### src/rtl/muldiv_share_arbiter.sv
// -----------------------------------------------------------------------------
// muldiv_share_arbiter
//
// Shares one RV32M multiply/divide coprocessor between two requesters
// (0 = CPU execute stage, 1 = debug/accelerator port). A round-robin pick
// grants one request at a time. The arbiter builds the OP/MULDIV instruction
// word and holds it, with the operands, on the coprocessor interface until a
// result arrives or the timeout expires. The result goes back to the winner
// through a valid/ready response handshake.
//
// Ports:
//   clk, rst_n          clock, asynchronous active-low reset
//   req_valid/ready     per-requester request handshake (ready = grant)
//   req_funct3          packed funct3, requester i uses [3i+2:3i]
//   req_rs1/req_rs2     packed operands, requester i uses [DW*i +: DW]
//   resp_valid/ready    per-requester response handshake
//   resp_data/resp_err  result for the responding requester, err = timeout
//   cp_instruction      instruction word to the coprocessor (0 when idle)
//   cp_rs1/rs2_data     operands to the coprocessor
//   cp_result(_valid)   result from the coprocessor
//   cp_stall            coprocessor busy indication
//   busy                high whenever the arbiter is not IDLE
// -----------------------------------------------------------------------------
module muldiv_share_arbiter #(
  parameter int DATA_WIDTH     = 32,
  parameter int TIMEOUT_CYCLES = 16,
  parameter int TMR_W          = 5
) (
  input  logic                    clk,
  input  logic                    rst_n,
  input  logic [1:0]              req_valid,
  output logic [1:0]              req_ready,
  input  logic [5:0]              req_funct3,
  input  logic [2*DATA_WIDTH-1:0] req_rs1,
  input  logic [2*DATA_WIDTH-1:0] req_rs2,
  output logic [1:0]              resp_valid,
  input  logic [1:0]              resp_ready,
  output logic [DATA_WIDTH-1:0]   resp_data,
  output logic                    resp_err,
  output logic [31:0]             cp_instruction,
  output logic [DATA_WIDTH-1:0]   cp_rs1_data,
  output logic [DATA_WIDTH-1:0]   cp_rs2_data,
  input  logic [DATA_WIDTH-1:0]   cp_result,
  input  logic                    cp_result_valid,
  input  logic                    cp_stall,
  output logic                    busy
);

  typedef enum logic [2:0] {
    ST_IDLE  = 3'd0,
    ST_ISSUE = 3'd1,
    ST_WAIT  = 3'd2,
    ST_RESP  = 3'd3,
    ST_DRAIN = 3'd4
  } state_t;

  state_t                r_state;
  state_t                w_next_state;

  logic                  r_last_grant;
  logic                  r_id;
  logic [TMR_W-1:0]      r_timer;
  logic [31:0]           r_cp_instruction;
  logic [DATA_WIDTH-1:0] r_cp_rs1;
  logic [DATA_WIDTH-1:0] r_cp_rs2;
  logic [1:0]            r_resp_valid;
  logic [DATA_WIDTH-1:0] r_resp_data;
  logic                  r_resp_err;
  logic                  r_busy;

  logic                  w_sel_id;
  logic                  w_accept;
  logic                  w_timeout;
  logic [2:0]            w_sel_funct3;
  logic [DATA_WIDTH-1:0] w_sel_rs1;
  logic [DATA_WIDTH-1:0] w_sel_rs2;

  // R-type OP opcode with funct7=0000001 selects the M-extension group.
  function automatic logic [31:0] build_muldiv(input logic [2:0] funct3);
    return {7'b0000001, 10'b0000000000, funct3, 5'b00000, 7'b0110011};
  endfunction

  // Round-robin pick: a lone requester wins; on a conflict the one not
  // granted last time wins.
  always_comb begin
    w_sel_id  = 1'b0;
    req_ready = 2'b00;
    if (req_valid == 2'b11) begin
      w_sel_id = ~r_last_grant;
    end else if (req_valid == 2'b10) begin
      w_sel_id = 1'b1;
    end else begin
      w_sel_id = 1'b0;
    end
    if ((r_state == ST_IDLE) && (req_valid != 2'b00)) begin
      req_ready = w_sel_id ? 2'b10 : 2'b01;
    end else begin
      req_ready = 2'b00;
    end
  end

  assign w_accept     = (req_ready != 2'b00);
  assign w_timeout    = (r_timer == TMR_W'(TIMEOUT_CYCLES - 1));
  assign w_sel_funct3 = w_sel_id ? req_funct3[5:3] : req_funct3[2:0];
  assign w_sel_rs1    = w_sel_id ? req_rs1[2*DATA_WIDTH-1:DATA_WIDTH] : req_rs1[DATA_WIDTH-1:0];
  assign w_sel_rs2    = w_sel_id ? req_rs2[2*DATA_WIDTH-1:DATA_WIDTH] : req_rs2[DATA_WIDTH-1:0];

  // State register.
  always_ff @(posedge clk or negedge rst_n) begin
    if (!rst_n) begin
      r_state <= ST_IDLE;
    end else begin
      r_state <= w_next_state;
    end
  end

  // Next-state logic; a result arriving together with the timeout wins.
  always_comb begin
    w_next_state = r_state;
    case (r_state)
      ST_IDLE: begin
        if (w_accept) w_next_state = ST_ISSUE;
        else          w_next_state = ST_IDLE;
      end
      ST_ISSUE: begin
        w_next_state = ST_WAIT;
      end
      ST_WAIT: begin
        if (cp_result_valid || w_timeout) w_next_state = ST_RESP;
        else                              w_next_state = ST_WAIT;
      end
      ST_RESP: begin
        if (resp_ready[r_id]) w_next_state = ST_DRAIN;
        else                  w_next_state = ST_RESP;
      end
      ST_DRAIN: begin
        // Wait out any stall left over so it cannot leak into the next grant.
        if (!cp_stall) w_next_state = ST_IDLE;
        else           w_next_state = ST_DRAIN;
      end
      default: begin
        w_next_state = ST_IDLE;
      end
    endcase
  end

  // Datapath: grant latch, coprocessor drive, timer and response registers.
  always_ff @(posedge clk or negedge rst_n) begin
    if (!rst_n) begin
      r_last_grant     <= 1'b1;
      r_id             <= 1'b0;
      r_timer          <= '0;
      r_cp_instruction <= 32'h0000_0000;
      r_cp_rs1         <= '0;
      r_cp_rs2         <= '0;
      r_resp_valid     <= 2'b00;
      r_resp_data      <= '0;
      r_resp_err       <= 1'b0;
      r_busy           <= 1'b0;
    end else begin
      r_busy <= (w_next_state != ST_IDLE);
      case (r_state)
        ST_IDLE: begin
          if (w_accept) begin
            // Loaded here so the registered outputs are valid during ISSUE.
            r_id             <= w_sel_id;
            r_last_grant     <= w_sel_id;
            r_cp_instruction <= build_muldiv(w_sel_funct3);
            r_cp_rs1         <= w_sel_rs1;
            r_cp_rs2         <= w_sel_rs2;
          end
        end
        ST_ISSUE: begin
          r_timer <= '0;
        end
        ST_WAIT: begin
          r_timer <= r_timer + TMR_W'(1);
          if (cp_result_valid) begin
            r_resp_valid     <= r_id ? 2'b10 : 2'b01;
            r_resp_data      <= cp_result;
            r_resp_err       <= 1'b0;
            r_cp_instruction <= 32'h0000_0000;
          end else if (w_timeout) begin
            r_resp_valid     <= r_id ? 2'b10 : 2'b01;
            r_resp_data      <= '0;
            r_resp_err       <= 1'b1;
            r_cp_instruction <= 32'h0000_0000;
          end
        end
        ST_RESP: begin
          if (resp_ready[r_id]) begin
            r_resp_valid <= 2'b00;
            r_resp_data  <= '0;
            r_resp_err   <= 1'b0;
          end
        end
        ST_DRAIN: begin
          r_cp_instruction <= 32'h0000_0000;
        end
        default: begin
          r_cp_instruction <= 32'h0000_0000;
          r_resp_valid     <= 2'b00;
        end
      endcase
    end
  end

  assign cp_instruction = r_cp_instruction;
  assign cp_rs1_data    = r_cp_rs1;
  assign cp_rs2_data    = r_cp_rs2;
  assign resp_valid     = r_resp_valid;
  assign resp_data      = r_resp_data;
  assign resp_err       = r_resp_err;
  assign busy           = r_busy;

endmodule

### config.mk
export PLATFORM = sky130hd
export DESIGN_NAME = muldiv_share_arbiter
export DESIGN_NICKNAME = d
export VERILOG_FILES = /design/src/rtl/muldiv_share_arbiter.sv
export SDC_FILE = /design/constraint.sdc
export NUM_CORES = 1
export LEC_CHECK = 0
export CORE_ASPECT_RATIO = 0.7
export CORE_MARGIN = 8
export CORE_UTILIZATION = 55
export DETAILED_ROUTE_END_ITERATION = 16
export DONT_BUFFER_PORTS = 1
export GPL_TIMING_DRIVEN = 0
export PLACE_DENSITY = 0.7
export SYNTH_ARGS = -nofsm -noshare
export SYNTH_HDL_FRONTEND = slang
export SYNTH_SLANG_ARGS = --single-unit
### constraint.sdc
create_clock -name clk -period 3.12 [get_ports clk]
set_input_delay 0.624 -clock clk [delete_from_list [all_inputs] [get_ports clk]]
set_output_delay 0.624 -clock clk [all_outputs]
set_load 0.01 [all_outputs]
Word level (Yosys, flattened, before mapping)

Index checks and enable logic that the tools add are counted.

Flip-flop bits (word level): 142
Bits of input ports: 174
Output and inout port bits: 134
Logic and storage cells: 71

Add/subtract/negate cells: 1
Magnitude comparators: 1
Equality and inequality tests: 10
Muxes and demuxes: 31
Bitwise gates (word level): 3
Reduce and logical (&&, ||, !) cells: 14

Operators with widths:

| cell                                                                 | count |
|---|---|
| 32-bit 2-to-1 mux                                                    | 7 |
| 32-bit case mux with 3 select lines                                  | 1 |
| 32-bit case mux with 2 select lines                                  | 1 |
| 3-bit case mux with 5 select lines                                   | 1 |
| 2-bit 2-to-1 mux                                                     | 6 |
| 5-bit case mux with 2 select lines                                   | 1 |
| 1-bit 2-to-1 mux                                                     | 9 |
| 3-bit 2-to-1 mux                                                     | 3 |
| 3-bit AND reduction                                                  | 3 |
| 2-bit nonzero test                                                   | 4 |
| 3-bit by 2-bit == test with 1-bit output, second input constant      | 2 |
| 2-bit case mux with 3 select lines                                   | 1 |
| 5-bit by 1-bit adder with 5-bit output, second input constant        | 1 |
| 5-bit by 4-bit == test with 1-bit output, second input constant      | 1 |
| 2-bit == test, second input constant                                 | 2 |
| 2-bit inequality test, second input constant                         | 2 |
| 3-bit by 1-bit == test with 1-bit output, second input constant      | 1 |
| 3-bit == test, second input constant                                 | 1 |
| 3-bit logical NOT                                                    | 1 |
| 3-bit inequality test, second input constant                         | 1 |
| 1-bit inverter                                                       | 3 |
| 3-bit nonzero test                                                   | 1 |
| 3-bit OR reduction                                                   | 1 |
| 1-bit by 2-bit < comparator with 1-bit output, second input constant | 1 |
| 5 further kinds                                                      | 5 |

Depth between registers and ports, before layout

Gate-level depths: netlist (run 1).

Depth after elaboration: 9
Gate-level depth with buffers: 7
Depth with buffers taken out: 6

Worst setup path before layout (run 1)

Ideal clock, no wire load.

Path kind: in2out
From: input port req_valid[1]
To: output port req_ready[1]
Arrival time: 1.416 ns
Data required time: 2.496 ns
Slack: 1.080 ns
Cell stages on the path: 4
Path through: a21bo_2 -> buf_2 -> buf_1 -> nor2_1

Word-level cells in the longest chain between the ends: 5

RTL lines:

| what                 | line | RTL |
|---|---|---|
| start, declared      | 31   | `input logic [1:0] req_valid,` |
| 2-bit == test        | 90   | `end else if (req_valid == 2'b10) begin` |
| 1-bit 2-to-1 mux     | 90   |  |
| 1-bit 2-to-1 mux     | 88   | `if (req_valid == 2'b11) begin` |
| 2-bit 2-to-1 mux     | 96   | `req_ready = w_sel_id ? 2'b10 : 2'b01;` |
| 2-bit 2-to-1 mux (*) | 95   | `if ((r_state == ST_IDLE) && (req_valid != 2'b00)) begin` |
| end, declared        | 32   | `output logic [1:0] req_ready,` |

Every way passes the cells marked *; elsewhere a longest branch is shown, timed or not.

Worst setup path in the final report (run 1)

From: register r_state[0]
To: output port req_ready[1]

Word-level cells in the longest chain between the ends: 3

RTL lines:

| what                   | line | RTL |
|---|---|---|
| start, declared        | 57   | `state_t r_state;` |
| start signal, assigned | 113  | `r_state <= w_next_state;` |
| 3-bit logical NOT      | 95   |  |
| 1-bit logical AND      | 95   |  |
| 2-bit 2-to-1 mux       | 95   |  |

Every way passes these cells.

==> results of run 1 <==
==> flip-flops by register name, indices dropped and copies added (netlist names), 2 cells and up <==
register	count
r_timer	5
resp_valid	2
cp_instruction	4
cp_rs2_data	32
cp_rs1_data	32
resp_data	32
r_state	3
==> placed cells by master, fill, tap and decap left out, drive strengths merged, types with 2 or more instances in the layout <==
| cell | count |
|---|---|
| a21o | 2 |
| a221o | 65 |
| a22o | 36 |
| buf | 53 |
| bufinv | 2 |
| clkbuf | 38 |
| clkinv | 4 |
| conb | 24 |
| dfrtp | 113 |
| ha | 2 |
| inv | 70 |
| mux2i | 5 |
| nand2 | 5 |
| nand2b | 3 |
| nand3 | 7 |
| nor2 | 5 |
| nor2b | 3 |
| nor3 | 66 |
| nor3b | 2 |
| o21ai | 4 |
| o221ai | 2 |
| o22ai | 4 |
| or2 | 2 |
==> cell families after synthesis <==
kind of cell,Yosys count,share of synthesized area [%]
and+or+nand+nor,96,9.60
other,1,0.0712
AOI/OAI and AO/OA,121,21.0
buffers and inverters,138,13.4
DFF,114,54.2
muxes,6,1.16
adders and majority gates,2,0.475
==> synth_stat cells (all sizes together) (2+ instances only) <==
cell type / instances
nor2b: 3
o21ai: 4
nor3b: 2
nor2: 5
a22o: 36
dfrtp: 113
o221ai: 2
inv: 70
clkbuf: 15
a221o: 65
o22ai: 4
ha: 2
a21o: 2
buf: 53
nand2b: 3
nand2: 5
nand3: 7
nor3: 66
mux2i: 5
or2: 2
==> routing by layer <==
metal	wire length, um	GRT usage [%]	share of wire (%)
met1	5960	28.3	39
met2	7940	38.5	52
met3	1350	7.44	8.8
met4	109	7.74	0.71
met5	0	0	0
==> stage by stage <==
step	utilization, %	worst slack [ps]	cell area, um^2	hold WS [ps]
2_1_floorplan	-	1080	5350	328
3_3_place_gp	58.0	847	5510	332
3_5_place_dp	58.0	856	5510	332
4_1_cts	64.0	404	6080	-95.9
5_1_grt	64.0	328	6080	-96.7
6_report	64.0	435	6080	-74.0
==> final cells by class <==
cell class	count	area [um^2]
Fill cell	756	3420
Sequential cell	114	2850
Multi-Input combinational cell	249	1790
Clock buffer	23	488
Buffer	68	444
Inverter	70	263
Tap cell	128	160
Clock inverter	6	80.1
==> worst paths after layout <==
kind | start | to | slack [ps] | depth (start not counted)
worst min-delay path | rst_n | cp_rs1_data[30] | -70 | 0
worst max register to register | r_timer[0] | cp_instruction[5] | 1110 | 6
min in group clk | cp_result_valid | resp_err | 320 | 1
worst max-delay path | r_state[0] | req_ready[1] | 430 | 5
worst min register to register | r_last_grant | r_last_grant | 520 | 1
max in group asynchronous | rst_n | r_last_grant | 2960 | 0
==> power groups by stage <==
stage                     clock, mW  sequential (mW)  combinational (mW)
after CTS                      1.89             3.00                2.06
after floorplan                   0             2.77                1.69
after global routing           1.95             3.06                2.28
after detailed placement          0             3.01                2.05
final                          1.85             2.98                2.04
after global placement            0             3.00                1.98
==> impl_metrics.json, run 1 <==
{
  "die_h_um": 97.9,
  "cpPeakStageDelay_ps": 370,
  "cts.sink_count": 114,
  "combPwrFrac_pct": 29.7,
  "grt_remaining_overflow": 0,
  "maxSlewHeadroom_pct": 56.7,
  "ys_seq_area_share_pct": 54.2,
  "clk_pin_slew_worst_paths_ps": 50,
  "synth_area_leader_cell": "dfrtp_1",
  "vias_per_cell": 5.94,
  "dp_hpwl_mm": 11.9,
  "dpl.cell_count": 629,
  "path_cells": "buf_2, or3_4, buf_2, buf_2, nor2_1",
  "p_leak_nw": 3.00,
  "cts-resized-gates": 0,
  "wl_mm": 15.4,
  "cts-root-buf": "clkbuf_16",
  "drive_above_1_share_pct": 16.2,
  "synth_area_leaders": "dfrtp_1, a221o_1, nor3_1",
  "synth.cell_area_mm2": 0.00526,
  "synth-edff-count": 0,
  "fin_crit_ps": 2690,
  "total_power_mw": 6.87,
  "critPathCaptureType": "output port",
  "cts_buffer_depth": 2,
  "maxCapViolCount": 0,
  "path_buf_inv": 3,
  "fp.dieW_um": 133,
  "skew_ps": 4.98,
  "ant_nets": 0,
  "ys_warn_count": 0,
  "clk_latency_ps": 390,
  "synth_ff_type": "dfrtp_1",
  "cp.required_ps": 2500,
  "initialDrtViolationCount": 323,
  "io_buffers": 0,
  "grt_setup_unrepaired": "false",
  "outcome": "finished, violations left",
  "synthToLayoutAreaGrowth_pct": 15.5,
  "drtPass1Iterations": 5,
  "setup-tns-final_ps": 0,
  "swShare_pct": 36.1,
  "crit_fanout": 10,
  "final_nets": 696,
  "crit_type": "reg2out",
  "power_density_mw_per_mm2": 1130,
  "violations": "negative hold slack",
  "fin_cells": 658,
  "fin_crit_sh_pct": 86.1,
  "critPathTopFamily": "simple AND/OR/NAND/NOR gates",
  "netlist.area_leader.share_pct": 53.7,
  "synth.distinct_cells": 40,
  "synth-seq-cells": 114,
  "tritoncts": "yes",
  "antenna_found_initial": 0,
  "grt_pass1_vias": 3999,
  "syn_area_per_cell_um2": 11.0,
  "antenna_cells": 0,
  "internal_power_mw": 4.39,
  "grt_usage_pct": 23.3,
  "peakVddDrop_v": 0.000555,
  "initial_utilization_pct": 55.4,
  "io_pins": 308,
  "fmax_mhz": 372,
  "tightest_slew_ps": 648,
  "globalplace.congestion": 0.807,
  "cts_setup_buffers": 0,
  "p_sw_mw": 2.48,
  "hold_ws_ps": -74.0,
  "hold_path.class": "in2async",
  "drv_slew": 0,
  "die_area_mm2": 0.0130,
  "start_kind": "register",
  "synthCells": 478,
  "fp-row-count": 30,
  "grt_pass1_wl_mm": 23.9,
  "cts_buffers": 17,
  "p_seq_share_pct": 43.4,
  "critPathSlowestCell": "or3_4",
  "coreArea_mm2": 0.00950,
  "vias": 3906,
  "grt_max_degree": 115,
  "arrival_ps": 2060,
  "setup_viol": 0,
  "synthArstFlopShare_pct": 100,
  "finalHoldViolCount": 113,
  "crit_top_cell": "buf_2",
  "drcViolationCount": 0,
  "htree_levels": 4,
  "routedWlPerCell_um": 23.3,
  "pwr-share-clk_pct": 26.9
}
Power figures use the tool's default switching activity.
==> run 2, diff against run 1 <==
--- a/config.mk
+++ b/config.mk
@@ -12,6 +12,7 @@
 export DONT_BUFFER_PORTS = 1
 export GPL_TIMING_DRIVEN = 0
 export PLACE_DENSITY = 0.7
+export SLEW_MARGIN = 20
 export SYNTH_ARGS = -nofsm -noshare
 export SYNTH_HDL_FRONTEND = slang
 export SYNTH_SLANG_ARGS = --single-unit
==> constraint.sdc (replaced) <==
create_clock -name clk -period 2.85 [get_ports clk]
set_input_delay 0.57 -clock clk [delete_from_list [all_inputs] [get_ports clk]]
set_output_delay 0.57 -clock clk [all_outputs]
set_load 0.01 [all_outputs]
==> results of run 2 <==
Same layout as run 1 (identical final DEF). Status: finished, violations left: negative hold slack.
Main changes from that run: setup slack after placement 856 ps -> 645 ps; setup slack after layout 435 ps -> 219 ps; hold slack -74.0 ps -> -128 ps; register-to-register setup slack 1110 ps -> 840 ps; total power 6.87 mW -> 7.52 mW; worst IR drop on VDD 0.000555 V -> 0.000607 V
